## config.mk

```make
export PLATFORM = sky130hd
export DESIGN_NAME = control_sequencer_flat
export DESIGN_NICKNAME = d
export VERILOG_FILES = /design/src/rtl/control_sequencer_if.sv /design/src/rtl/control_sequencer.sv /design/src/flat_wrapper.sv
export SDC_FILE = /design/constraint.sdc
export NUM_CORES = 1
export LEC_CHECK = 0
export CORE_MARGIN = 1
export CORE_UTILIZATION = 35
export CTS_CLUSTER_DIAMETER = 120
export CTS_CLUSTER_SIZE = 12
export DETAILED_ROUTE_END_ITERATION = 12
export GPL_TIMING_DRIVEN = 0
export PLACE_DENSITY = 0.8
export SYNTH_ARGS = -nofsm -noshare
export SYNTH_HDL_FRONTEND = slang
export SYNTH_SLANG_ARGS = --single-unit
```

## constraint.sdc

```tcl
create_clock -name clk -period 3.4 [get_ports clk]
set_input_delay 0.68 -clock clk [delete_from_list [all_inputs] [get_ports clk]]
set_output_delay 0.68 -clock clk [all_outputs]
set_load 0.03 [all_outputs]
```

## src/rtl/control_sequencer_if.sv

```systemverilog
// Control bundle between the hardwired sequencer and the phase-1 datapath.
// The master is the sequencer; the slave is the datapath (or a bench standing in for it).
interface control_sequencer_if #(
    parameter int unsigned NREG = 16
);
    logic [31:0]     IR;
    logic            mem_ready;

    logic            PCout;
    logic            MARin;
    logic            IncPC;
    logic            Zin;
    logic            ZLowout;
    logic            ZHighout;
    logic            PCin;
    logic            Read;
    logic            MDRin;
    logic            MDRout;
    logic            IRin;
    logic            Yin;
    logic            Cout;
    logic            HIin;
    logic            LOin;
    logic [NREG-1:0] Rin;
    logic [NREG-1:0] Rout;
    logic [3:0]      ALUselect;

    logic            run;
    logic            illegal;

    modport master (
        input  IR, mem_ready,
        output PCout, MARin, IncPC, Zin, ZLowout, ZHighout, PCin, Read, MDRin,
               MDRout, IRin, Yin, Cout, HIin, LOin, Rin, Rout, ALUselect,
               run, illegal
    );

    modport slave (
        output IR, mem_ready,
        input  PCout, MARin, IncPC, Zin, ZLowout, ZHighout, PCin, Read, MDRin,
               MDRout, IRin, Yin, Cout, HIin, LOin, Rin, Rout, ALUselect,
               run, illegal
    );
endinterface

```

## src/rtl/control_sequencer.sv

```systemverilog
// Hardwired one-state-per-clock sequencer for the phase-1 datapath: fetch,
// decode of IR, and strobes for reg-reg, immediate, unary and mul/div ops.
module control_sequencer #(
    parameter int unsigned NREG = 16
) (
    input  logic                clk,
    input  logic                reset,
    control_sequencer_if.master bus
);

    typedef enum logic [2:0] {
        S_T0, S_T1, S_T2, S_T3, S_T4, S_T5, S_T6, S_HALT
    } state_t;

    typedef enum logic [2:0] {
        CLS_RR, CLS_IMM, CLS_MD, CLS_UN, CLS_NOP, CLS_HALT, CLS_ILL
    } op_class_t;

    state_t          state;
    state_t          state_nxt;
    op_class_t       op_class;
    logic [3:0]      alu_op;
    logic [4:0]      opcode;
    logic [3:0]      ra;
    logic [3:0]      rb;
    logic [3:0]      rc;
    logic [NREG-1:0] ra_oh;
    logic [NREG-1:0] rb_oh;
    logic [NREG-1:0] rc_oh;
    logic            unused_ir_low;

    assign opcode = bus.IR[31:27];
    assign ra     = bus.IR[26:23];
    assign rb     = bus.IR[22:19];
    assign rc     = bus.IR[18:15];
    assign ra_oh  = NREG'(1) << ra;
    assign rb_oh  = NREG'(1) << rb;
    assign rc_oh  = NREG'(1) << rc;

    // The immediate field is sign-extended by the datapath, not here.
    assign unused_ir_low = ^bus.IR[14:0];

    // Opcode to instruction class and ALU operation.
    always_comb begin
        op_class = CLS_ILL;
        alu_op   = 4'b0000;
        case (opcode)
            5'b00011: begin op_class = CLS_RR;   alu_op = 4'b0000; end
            5'b00100: begin op_class = CLS_RR;   alu_op = 4'b0001; end
            5'b00101: begin op_class = CLS_RR;   alu_op = 4'b0010; end
            5'b00110: begin op_class = CLS_RR;   alu_op = 4'b0011; end
            5'b00111: begin op_class = CLS_RR;   alu_op = 4'b0100; end
            5'b01000: begin op_class = CLS_RR;   alu_op = 4'b0101; end
            5'b01001: begin op_class = CLS_RR;   alu_op = 4'b0110; end
            5'b01010: begin op_class = CLS_RR;   alu_op = 4'b0111; end
            5'b01011: begin op_class = CLS_IMM;  alu_op = 4'b0000; end
            5'b01100: begin op_class = CLS_IMM;  alu_op = 4'b0110; end
            5'b01101: begin op_class = CLS_IMM;  alu_op = 4'b0111; end
            5'b01111: begin op_class = CLS_MD;   alu_op = 4'b1000; end
            5'b10000: begin op_class = CLS_MD;   alu_op = 4'b1001; end
            5'b10001: begin op_class = CLS_UN;   alu_op = 4'b1010; end
            5'b10010: begin op_class = CLS_UN;   alu_op = 4'b1011; end
            5'b11010: begin op_class = CLS_NOP;  alu_op = 4'b0000; end
            5'b11011: begin op_class = CLS_HALT; alu_op = 4'b0000; end
            default:  begin op_class = CLS_ILL;  alu_op = 4'b0000; end
        endcase
    end

    always_ff @(posedge clk) begin
        if (reset) begin
            state <= S_T0;
        end else begin
            state <= state_nxt;
        end
    end

    // Next state and strobes; everything stays low while reset is asserted.
    always_comb begin
        state_nxt     = state;
        bus.PCout     = 1'b0;
        bus.MARin     = 1'b0;
        bus.IncPC     = 1'b0;
        bus.Zin       = 1'b0;
        bus.ZLowout   = 1'b0;
        bus.ZHighout  = 1'b0;
        bus.PCin      = 1'b0;
        bus.Read      = 1'b0;
        bus.MDRin     = 1'b0;
        bus.MDRout    = 1'b0;
        bus.IRin      = 1'b0;
        bus.Yin       = 1'b0;
        bus.Cout      = 1'b0;
        bus.HIin      = 1'b0;
        bus.LOin      = 1'b0;
        bus.Rin       = '0;
        bus.Rout      = '0;
        bus.ALUselect = 4'b0000;
        bus.run       = 1'b0;
        bus.illegal   = 1'b0;

        if (!reset) begin
            bus.run = (state != S_HALT);
            case (state)
                S_T0: begin
                    bus.PCout = 1'b1;
                    bus.MARin = 1'b1;
                    bus.IncPC = 1'b1;
                    bus.Zin   = 1'b1;
                    state_nxt = S_T1;
                end
                S_T1: begin
                    bus.ZLowout = 1'b1;
                    bus.PCin    = 1'b1;
                    bus.Read    = 1'b1;
                    bus.MDRin   = 1'b1;
                    state_nxt   = bus.mem_ready ? S_T2 : S_T1;
                end
                S_T2: begin
                    bus.MDRout = 1'b1;
                    bus.IRin   = 1'b1;
                    state_nxt  = S_T3;
                end
                S_T3: begin
                    case (op_class)
                        CLS_RR, CLS_IMM: begin
                            bus.Rout  = rb_oh;
                            bus.Yin   = 1'b1;
                            state_nxt = S_T4;
                        end
                        CLS_MD: begin
                            bus.Rout  = ra_oh;
                            bus.Yin   = 1'b1;
                            state_nxt = S_T4;
                        end
                        CLS_UN: begin
                            bus.Rout      = rb_oh;
                            bus.Zin       = 1'b1;
                            bus.ALUselect = alu_op;
                            state_nxt     = S_T4;
                        end
                        CLS_HALT: state_nxt = S_HALT;
                        CLS_ILL: begin
                            bus.illegal = 1'b1;
                            state_nxt   = S_T0;
                        end
                        default:  state_nxt = S_T0;
                    endcase
                end
                S_T4: begin
                    state_nxt = S_T5;
                    case (op_class)
                        CLS_RR: begin
                            bus.Rout      = rc_oh;
                            bus.Zin       = 1'b1;
                            bus.ALUselect = alu_op;
                        end
                        CLS_IMM: begin
                            bus.Cout      = 1'b1;
                            bus.Zin       = 1'b1;
                            bus.ALUselect = alu_op;
                        end
                        CLS_MD: begin
                            bus.Rout      = rb_oh;
                            bus.Zin       = 1'b1;
                            bus.ALUselect = alu_op;
                        end
                        CLS_UN: begin
                            bus.ZLowout = 1'b1;
                            bus.Rin     = ra_oh;
                            state_nxt   = S_T0;
                        end
                        default: state_nxt = S_T0;
                    endcase
                end
                S_T5: begin
                    state_nxt = S_T0;
                    case (op_class)
                        CLS_RR, CLS_IMM: begin
                            bus.ZLowout = 1'b1;
                            bus.Rin     = ra_oh;
                        end
                        CLS_MD: begin
                            bus.ZLowout = 1'b1;
                            bus.LOin    = 1'b1;
                            state_nxt   = S_T6;
                        end
                        default: state_nxt = S_T0;
                    endcase
                end
                S_T6: begin
                    bus.ZHighout = 1'b1;
                    bus.HIin     = 1'b1;
                    state_nxt    = S_T0;
                end
                S_HALT:  state_nxt = S_HALT;
                default: state_nxt = S_T0;
            endcase
        end
    end

endmodule

```

## src/flat_wrapper.sv

```systemverilog
// flat-port wrapper written by rule: the top's interface ports become plain ports
module control_sequencer_flat 
#(
    parameter int unsigned NREG = 16
)
  (clk, reset, bus_IR, bus_mem_ready, bus_PCout, bus_MARin, bus_IncPC, bus_Zin, bus_ZLowout, bus_ZHighout, bus_PCin, bus_Read, bus_MDRin, bus_MDRout, bus_IRin, bus_Yin, bus_Cout, bus_HIin, bus_LOin, bus_Rin, bus_Rout, bus_ALUselect, bus_run, bus_illegal);
  control_sequencer_if #(.NREG(NREG)) bus_i ();
  input  logic clk;
  input  logic reset;
  input wire logic [$bits(bus_i.IR)-1:0] bus_IR;
  input wire logic [$bits(bus_i.mem_ready)-1:0] bus_mem_ready;
  output wire logic [$bits(bus_i.PCout)-1:0] bus_PCout;
  output wire logic [$bits(bus_i.MARin)-1:0] bus_MARin;
  output wire logic [$bits(bus_i.IncPC)-1:0] bus_IncPC;
  output wire logic [$bits(bus_i.Zin)-1:0] bus_Zin;
  output wire logic [$bits(bus_i.ZLowout)-1:0] bus_ZLowout;
  output wire logic [$bits(bus_i.ZHighout)-1:0] bus_ZHighout;
  output wire logic [$bits(bus_i.PCin)-1:0] bus_PCin;
  output wire logic [$bits(bus_i.Read)-1:0] bus_Read;
  output wire logic [$bits(bus_i.MDRin)-1:0] bus_MDRin;
  output wire logic [$bits(bus_i.MDRout)-1:0] bus_MDRout;
  output wire logic [$bits(bus_i.IRin)-1:0] bus_IRin;
  output wire logic [$bits(bus_i.Yin)-1:0] bus_Yin;
  output wire logic [$bits(bus_i.Cout)-1:0] bus_Cout;
  output wire logic [$bits(bus_i.HIin)-1:0] bus_HIin;
  output wire logic [$bits(bus_i.LOin)-1:0] bus_LOin;
  output wire logic [$bits(bus_i.Rin)-1:0] bus_Rin;
  output wire logic [$bits(bus_i.Rout)-1:0] bus_Rout;
  output wire logic [$bits(bus_i.ALUselect)-1:0] bus_ALUselect;
  output wire logic [$bits(bus_i.run)-1:0] bus_run;
  output wire logic [$bits(bus_i.illegal)-1:0] bus_illegal;
  assign bus_i.IR = bus_IR;
  assign bus_i.mem_ready = bus_mem_ready;
  assign bus_PCout = bus_i.PCout;
  assign bus_MARin = bus_i.MARin;
  assign bus_IncPC = bus_i.IncPC;
  assign bus_Zin = bus_i.Zin;
  assign bus_ZLowout = bus_i.ZLowout;
  assign bus_ZHighout = bus_i.ZHighout;
  assign bus_PCin = bus_i.PCin;
  assign bus_Read = bus_i.Read;
  assign bus_MDRin = bus_i.MDRin;
  assign bus_MDRout = bus_i.MDRout;
  assign bus_IRin = bus_i.IRin;
  assign bus_Yin = bus_i.Yin;
  assign bus_Cout = bus_i.Cout;
  assign bus_HIin = bus_i.HIin;
  assign bus_LOin = bus_i.LOin;
  assign bus_Rin = bus_i.Rin;
  assign bus_Rout = bus_i.Rout;
  assign bus_ALUselect = bus_i.ALUselect;
  assign bus_run = bus_i.run;
  assign bus_illegal = bus_i.illegal;
  control_sequencer #(.NREG(NREG)) u_core (.clk(clk), .reset(reset), .bus(bus_i));
endmodule
```

**Word level (Yosys, flattened, before mapping)**

Memory sizes are Yosys's and may differ from the RTL's.
Index checks and enable logic that the tools add are counted.

- Register bits after elaboration: 3
- Latch bits: 0
- Memory bits (writable): 0
- ROM bits: 224
- Input bits: 35
- Output and inout bits: 53
- Word-level logic and storage cells: 67
- Memories kept: 1

- $add $sub $neg: 0
- Multipliers: 0
- Divide/modulo/power cells: 0
- Magnitude comparators: 0
- Eq/ne operators: 13
- Shift operators: 3
- Multiplexer cells: 43
- Bitwise gates (word level): 0
- Reductions and logical operators: 6

Memory list:

| name | words | bits a word | rd ports | clocked after memory_dff | write ports | RTL line | text |
|---|---|---|---|---|---|---|---|
| (name not given) | 32 | 7 | 1 | 0 | 0 | control_sequencer.sv:47 | `case (opcode)` |

Operators with widths:

| cell | number |
|---|---|
| case mux 16 bit (2 select lines) | 4 |
| 2-to-1 mux 16 bit | 4 |
| left shift 1 x 4 -> 16 bit, first input constant | 3 |
| 2-to-1 mux 1 bit | 24 |
| case mux 3 bit (8 select lines) | 1 |
| == test 3 bit, second input constant | 6 |
| == test 3 x 2 -> 1 bit, second input constant | 4 |
| 2-to-1 mux 4 bit | 3 |
| case mux 4 bit (2 select lines) | 1 |
| == test 3 x 1 -> 1 bit, second input constant | 2 |
| zero test 3 bit | 2 |
| 2-to-1 mux 3 bit | 2 |
| case mux 1 bit (3 select lines) | 2 |
| case mux 3 bit (2 select lines) | 1 |
| OR reduction 3 bit | 2 |
| OR reduction 4 bit | 1 |
| != test 3 bit, second input constant | 1 |
| 2-to-1 mux 2 bit | 1 |
| OR reduction 2 bit | 1 |

**Longest topological paths before layout**

An unclocked memory read counts as a cell.

- Depth after elaboration: 6
- Depth in mapped cells: 9
- Gate-level depth less buffers: 7

**Worst setup path after synthesis**

OpenSTA, ideal clock, no wires.

- Kind: in2out
- Start point: input bus_IR[27]
- End point: output bus_ALUselect[2]
- Data arrival time: 2996 ps
- Required time: 2720 ps
- Setup slack: -276 ps
- Stages: 7
- Path buffers: 0
- Cells stage by stage: inv_1 > ha_1 > or4b_4 > nand3_2 > nand3_1 > a211o_1 > nor4_1

- Longest elaborated chain between the ends: 6
- Elaborated cells on any way between the ends: 10
- Classes of those cells: eq/ne (3); mux (4); reduce/logical (2); memory (1)

RTL lines:

| item | RTL line | text |
|---|---|---|
| start, declared | flat_wrapper.sv:10 | `input wire logic [$bits(bus_i.IR)-1:0] bus_IR;` |
| memory (32 x 7 bit) (*) | n/a |  |
| == test 3 x 1 -> 1 bit (tied with other cells) | control_sequencer.sv:151 | `case (op_class)` |
| OR reduction 3 bit (no line) | n/a |  |
| 2-to-1 mux 4 bit | control_sequencer.sv:151 |  |
| case mux 4 bit (2 select lines) (*) | control_sequencer.sv:103 | `case (state)` |
| 2-to-1 mux 4 bit (*) | control_sequencer.sv:101 | `if (!reset) begin` |
| end, declared | flat_wrapper.sv:29 | `output wire logic [$bits(bus_i.ALUselect)-1:0] bus_ALUselect;` |

Mark *: on every way between the ends. The rest lies on a longest branch, timed or not.

**Worst setup path in the final report**

- Start point: input bus_IR[27]
- End point: output bus_Rin[13]

- Longest elaborated chain between the ends: 6
- Elaborated cells on any way between the ends: 9
- Classes of those cells: eq/ne (2); mux (4); reduce/logical (2); memory (1)

RTL lines:

| item | RTL line | text |
|---|---|---|
| memory (32 x 7 bit) (*) | n/a |  |
| == test 3 x 1 -> 1 bit or zero test 3 bit (tied branches) | control_sequencer.sv:177 | `case (op_class)` |
| OR reduction 2 bit | n/a |  |
| 2-to-1 mux 16 bit | control_sequencer.sv:177 |  |
| case mux 16 bit (2 select lines) (*) | control_sequencer.sv:103 |  |
| 2-to-1 mux 16 bit (*) | control_sequencer.sv:101 |  |
| end, declared | flat_wrapper.sv:27 | `output wire logic [$bits(bus_i.Rin)-1:0] bus_Rin;` |

Marks and branches as above.

==> metrics.log <==
INFO  metric run_status = finished, final reports clean
INFO  metric worst_hold_slack = 0.663 ns
INFO  metric synth_cell_types = 49
INFO  metric skew = 0.00636 ns
INFO  metric mappedNetlistArea = 0.00177 mm2
INFO  metric route.antenna.remaining_nets = 0
INFO  metric reg2reg_depth = 6
INFO  metric ys_async_sr_fraction = 0%
INFO  metric design.final.nets = 394
INFO  metric antenna_found_initial = 0
INFO  metric fin_crit = 3.36 ns
INFO  metric final_max_slew_viol_count = 0
INFO  metric clock_latency = 0.22 ns
INFO  metric num_antenna_cells = 0
INFO  metric post-route-period-util = 98.8%
INFO  metric critical_path.reg2reg.startpoint = u_core.state[0]$_SDFF_PP0_
INFO  metric cp.required = 2.72 ns
INFO  metric critical_path.endpoint = bus_Rin[13]
INFO  metric post_dp_cell_area = 0.00258 mm2
INFO  metric numCtsBuffers = 3
INFO  metric maxCapViolations = 0
INFO  metric hold_viol = 0
INFO  metric rows = 25
INFO  metric rsz_0062_raised_after_global_routing = true
INFO  metric start_util = 36.9%
INFO  metric grt-ovfl-total = 0
INFO  metric grt_pass1_vias = 2197
INFO  metric internal_power = 0.238 mW
INFO  metric ys_seq_elements = 3
INFO  metric cts.reportedPaths.clkPinSlew = 0.03 ns
INFO  metric syn_nets = 307
INFO  metric post_drt_wl_per_cell = roughly 15 um
INFO  metric setup_violations = 0
INFO  metric ys_seq_area_share = under 10%
INFO  metric die_x = 73.0 um
INFO  metric finish.instance_area = 0.00274 mm2
INFO  metric top_level_ports = 88
INFO  metric largest-register = u_core.state
INFO  metric cts_root_buffer = clkbuf_8
INFO  metric synth_edf_count = 0
INFO  metric p_total = around 0.44 mW
INFO  metric worst_pin_slew = 0.617 ns
INFO  metric post-synth-top-area-cell = a21oi_1
INFO  metric yosysTopAreaCellShare = 8.79%
INFO  metric grt_first_pass_wirelength = 9990 um
INFO  metric netlist_top_cells_area = a21oi_1 (8.8%), o22ai_2 (7.1%), nor4_1 (6.7%)
INFO  metric fmax = 298 MHz
INFO  metric tritoncts = built
INFO  metric vias_per_cell = ~5.8
INFO  metric ff2ff_setup_slack = roughly 1.8 ns
INFO  metric routabilityCongestion = ~0.94
INFO  metric relSlewSlack = 58.9%
INFO  metric combPwrFrac = 66.4%
INFO  metric cp-end-kind = output pin
INFO  metric worst_slack = 0.0400 ns
INFO  metric largest_net_degree_at_the_start_of_global_routing = 11
INFO  metric drc = 0
INFO  metric floorplan.die_area = approximately 0.0053 mm2
INFO  metric p_sw_share = 46.2%
INFO  metric cts_max_level = 1
INFO  metric ir_worst_vdd = 0.120 mV
INFO  metric total_wirelength = roughly 6400 um
INFO  metric share_clk_of_total_power = between 20% and 30%
INFO  metric dp.final_hpwl = 4450 um
INFO  metric global_route.usage.total = 23.1%
INFO  metric via_count = 2442
INFO  metric timing.critical_path.fanout_max = 8
INFO  metric layout_top_registers = u_core.state x3
INFO  metric floorplan.core_area = approximately 0.0048 mm2
INFO  metric largest_register_ff_count = 3
INFO  metric criticalPathCategory = in -> out
INFO  metric power_density = 162 mW/mm2
INFO  metric synth_top_flop_cell = dfxtp_1
INFO  metric r2r-end = u_core.state[0]$_SDFF_PP0_
INFO  metric syn_area_per_cell = 6.59 um2
INFO  metric synth_cells = 268
INFO  metric 1st_iter_drt_viols = 192
INFO  metric static-leakage-power = 1.03 nW
INFO  metric area_delta_synth_final = 55.1%
INFO  metric total_switching_power = 0.204 mW
INFO  metric ratio_of_cells_with_drive_above_1_in_the_final_layout = 34.7%
INFO  metric timing.critical_path.arrival = 2.68 ns
INFO  metric clock-sinks = 3
INFO  metric synthesis.yosys.warnings = 0
INFO  metric pre_cts_slack = -1.14 ns
INFO  metric synthMostInstantiatedCell = a21oi_1
INFO  metric clk_buf_depth = 2
INFO  metric port_buffers = 71
INFO  metric worst_setup_path_start_kind = input port
INFO  metric power.share.sequential = a little under a tenth
INFO  metric yosys-top-cells-count = a21oi_1 (31), nor2_1 (29), nor4_1 (19), nor3_1 (16), clkbuf_1 (14)
INFO  metric die_y = 73.0 um
INFO  metric firstDrtPassIters = 4
INFO  metric hold_buffers = 0
INFO  metric worst_hold_class = reg -> reg
INFO  metric crit_path_start = bus_IR[27]
worst max-delay path: stages:
cell and delay, ns:
buf_4 0.13, inv_4 0.04, ha_4 0.23, or4b_4 0.52, nand3_4 0.10, nand3_2 0.09
a211o_4 0.40, buf_12 0.16, nor3_2 0.13, buf_4 0.19
area by class of cell:
cell class                      count  area (um2)
Clock buffer                        4        45.0
Timing Repair Buffer               82         693
Inverter                            6        25.0
Sequential cell                     3        60.1
Fill cell                         476        2050
Multi-Input combinational cell    228        1620
Tap cell                           67        83.8
Buffer                             31         211
cells in the final DEF, fill, tap and decap left out, types with 3 or more instances in the layout:
cell type / count
nor2b_1: 4
clkbuf_2: 5
nor4_1: 16
buf_6: 7
a31oi_1: 5
nor3_1: 16
nand3_1: 11
clkbuf_8: 3
nand2_1: 10
nor3_2: 9
dfxtp_1: 3
nor4_2: 3
buf_2: 16
nor2_1: 29
nand4_1: 4
clkbuf_1: 11
buf_4: 39
o22ai_2: 10
dlygate4sd2_1: 3
o22ai_1: 6
and3_1: 9
inv_1: 5
clkdlybuf4s50_1: 25
o21ai_0: 3
a21oi_1: 30
mux2i_1: 7
nand2b_1: 13
repair_timing:
action                                  CTS  global route
endpoints found under the setup margin   42            44
pin swaps                                 8             6
gates resized for setup                 243            34
buffers inserted                          4             6
cloned                                    1             1
endpoints found under the hold margin     0             0
logic make-up after synthesis:
logic type / after synthesis / synth area share [%]
AND/OR/NAND/NOR: 140 / 45.9
AO/OA/AOI/OAI: 73 / 30.4
buffers and inverters: 38 / 11.8
multiplexers: 9 / 5.10
adder cells (fa/ha/maj): 4 / 2.83
flip-flops: 3 / 3.40
XOR/XNOR: 1 / 0.496
power by group through the flow:
| stage | registers [mW] | logic, mW | clock network [mW] |
|---|---|---|---|
| after floorplan | 0.0401 | 0.168 | 0 |
| after global placement | 0.0409 | 0.247 | 0 |
| after detailed placement | 0.0410 | 0.251 | 0 |
| after CTS | 0.0405 | 0.275 | 0.110 |
| after global routing | 0.0411 | 0.316 | 0.112 |
| final | 0.0409 | 0.294 | 0.108 |
layer usage:
| metal | track usage [%] | wire length, um | vias up |
|---|---|---|---|
| met2 | 37.8 | 3080 | 134 |
| met3 | 3.31 | 496 | 20 |
| met1 | 30.5 | 2680 | 1108 |
| met5 | 0 | 0 | - |
| li1 | - | - | 1180 |
| met4 | 8.93 | 166 | 0 |
metrics by stage:
stage / instances / utilization [%] / setup TNS, ns
3_5_place_dp: 406 / 53.9 / -43.31
3_3_place_gp: 406 / 53.9 / -41.49
4_1_cts: 415 / 55.5 / 0
6_report: 421 / 57.2 / 0
2_1_floorplan: 268 / - / -1.04
5_1_grt: 421 / 57.2 / -0.0691
worst min path at each step:
stage / from / end / slack [ns] / cells after the start
2_1_floorplan: u_core.state[0]$_SDFF_PP0_ / u_core.state[2]$_SDFF_PP0_ / 0.56 / 2
3_3_place_gp: u_core.state[0]$_SDFF_PP0_ / u_core.state[2]$_SDFF_PP0_ / 0.60 / 2
3_5_place_dp: u_core.state[0]$_SDFF_PP0_ / u_core.state[2]$_SDFF_PP0_ / 0.63 / 2
4_1_cts: u_core.state[0]$_SDFF_PP0_ / u_core.state[2]$_SDFF_PP0_ / 0.63 / 2
5_1_grt: u_core.state[0]$_SDFF_PP0_ / u_core.state[2]$_SDFF_PP0_ / 0.70 / 2
6_report: u_core.state[0]$_SDFF_PP0_ / u_core.state[2]$_SDFF_PP0_ / 0.66 / 2
No activity file was read; power rests on OpenSTA's default activity.
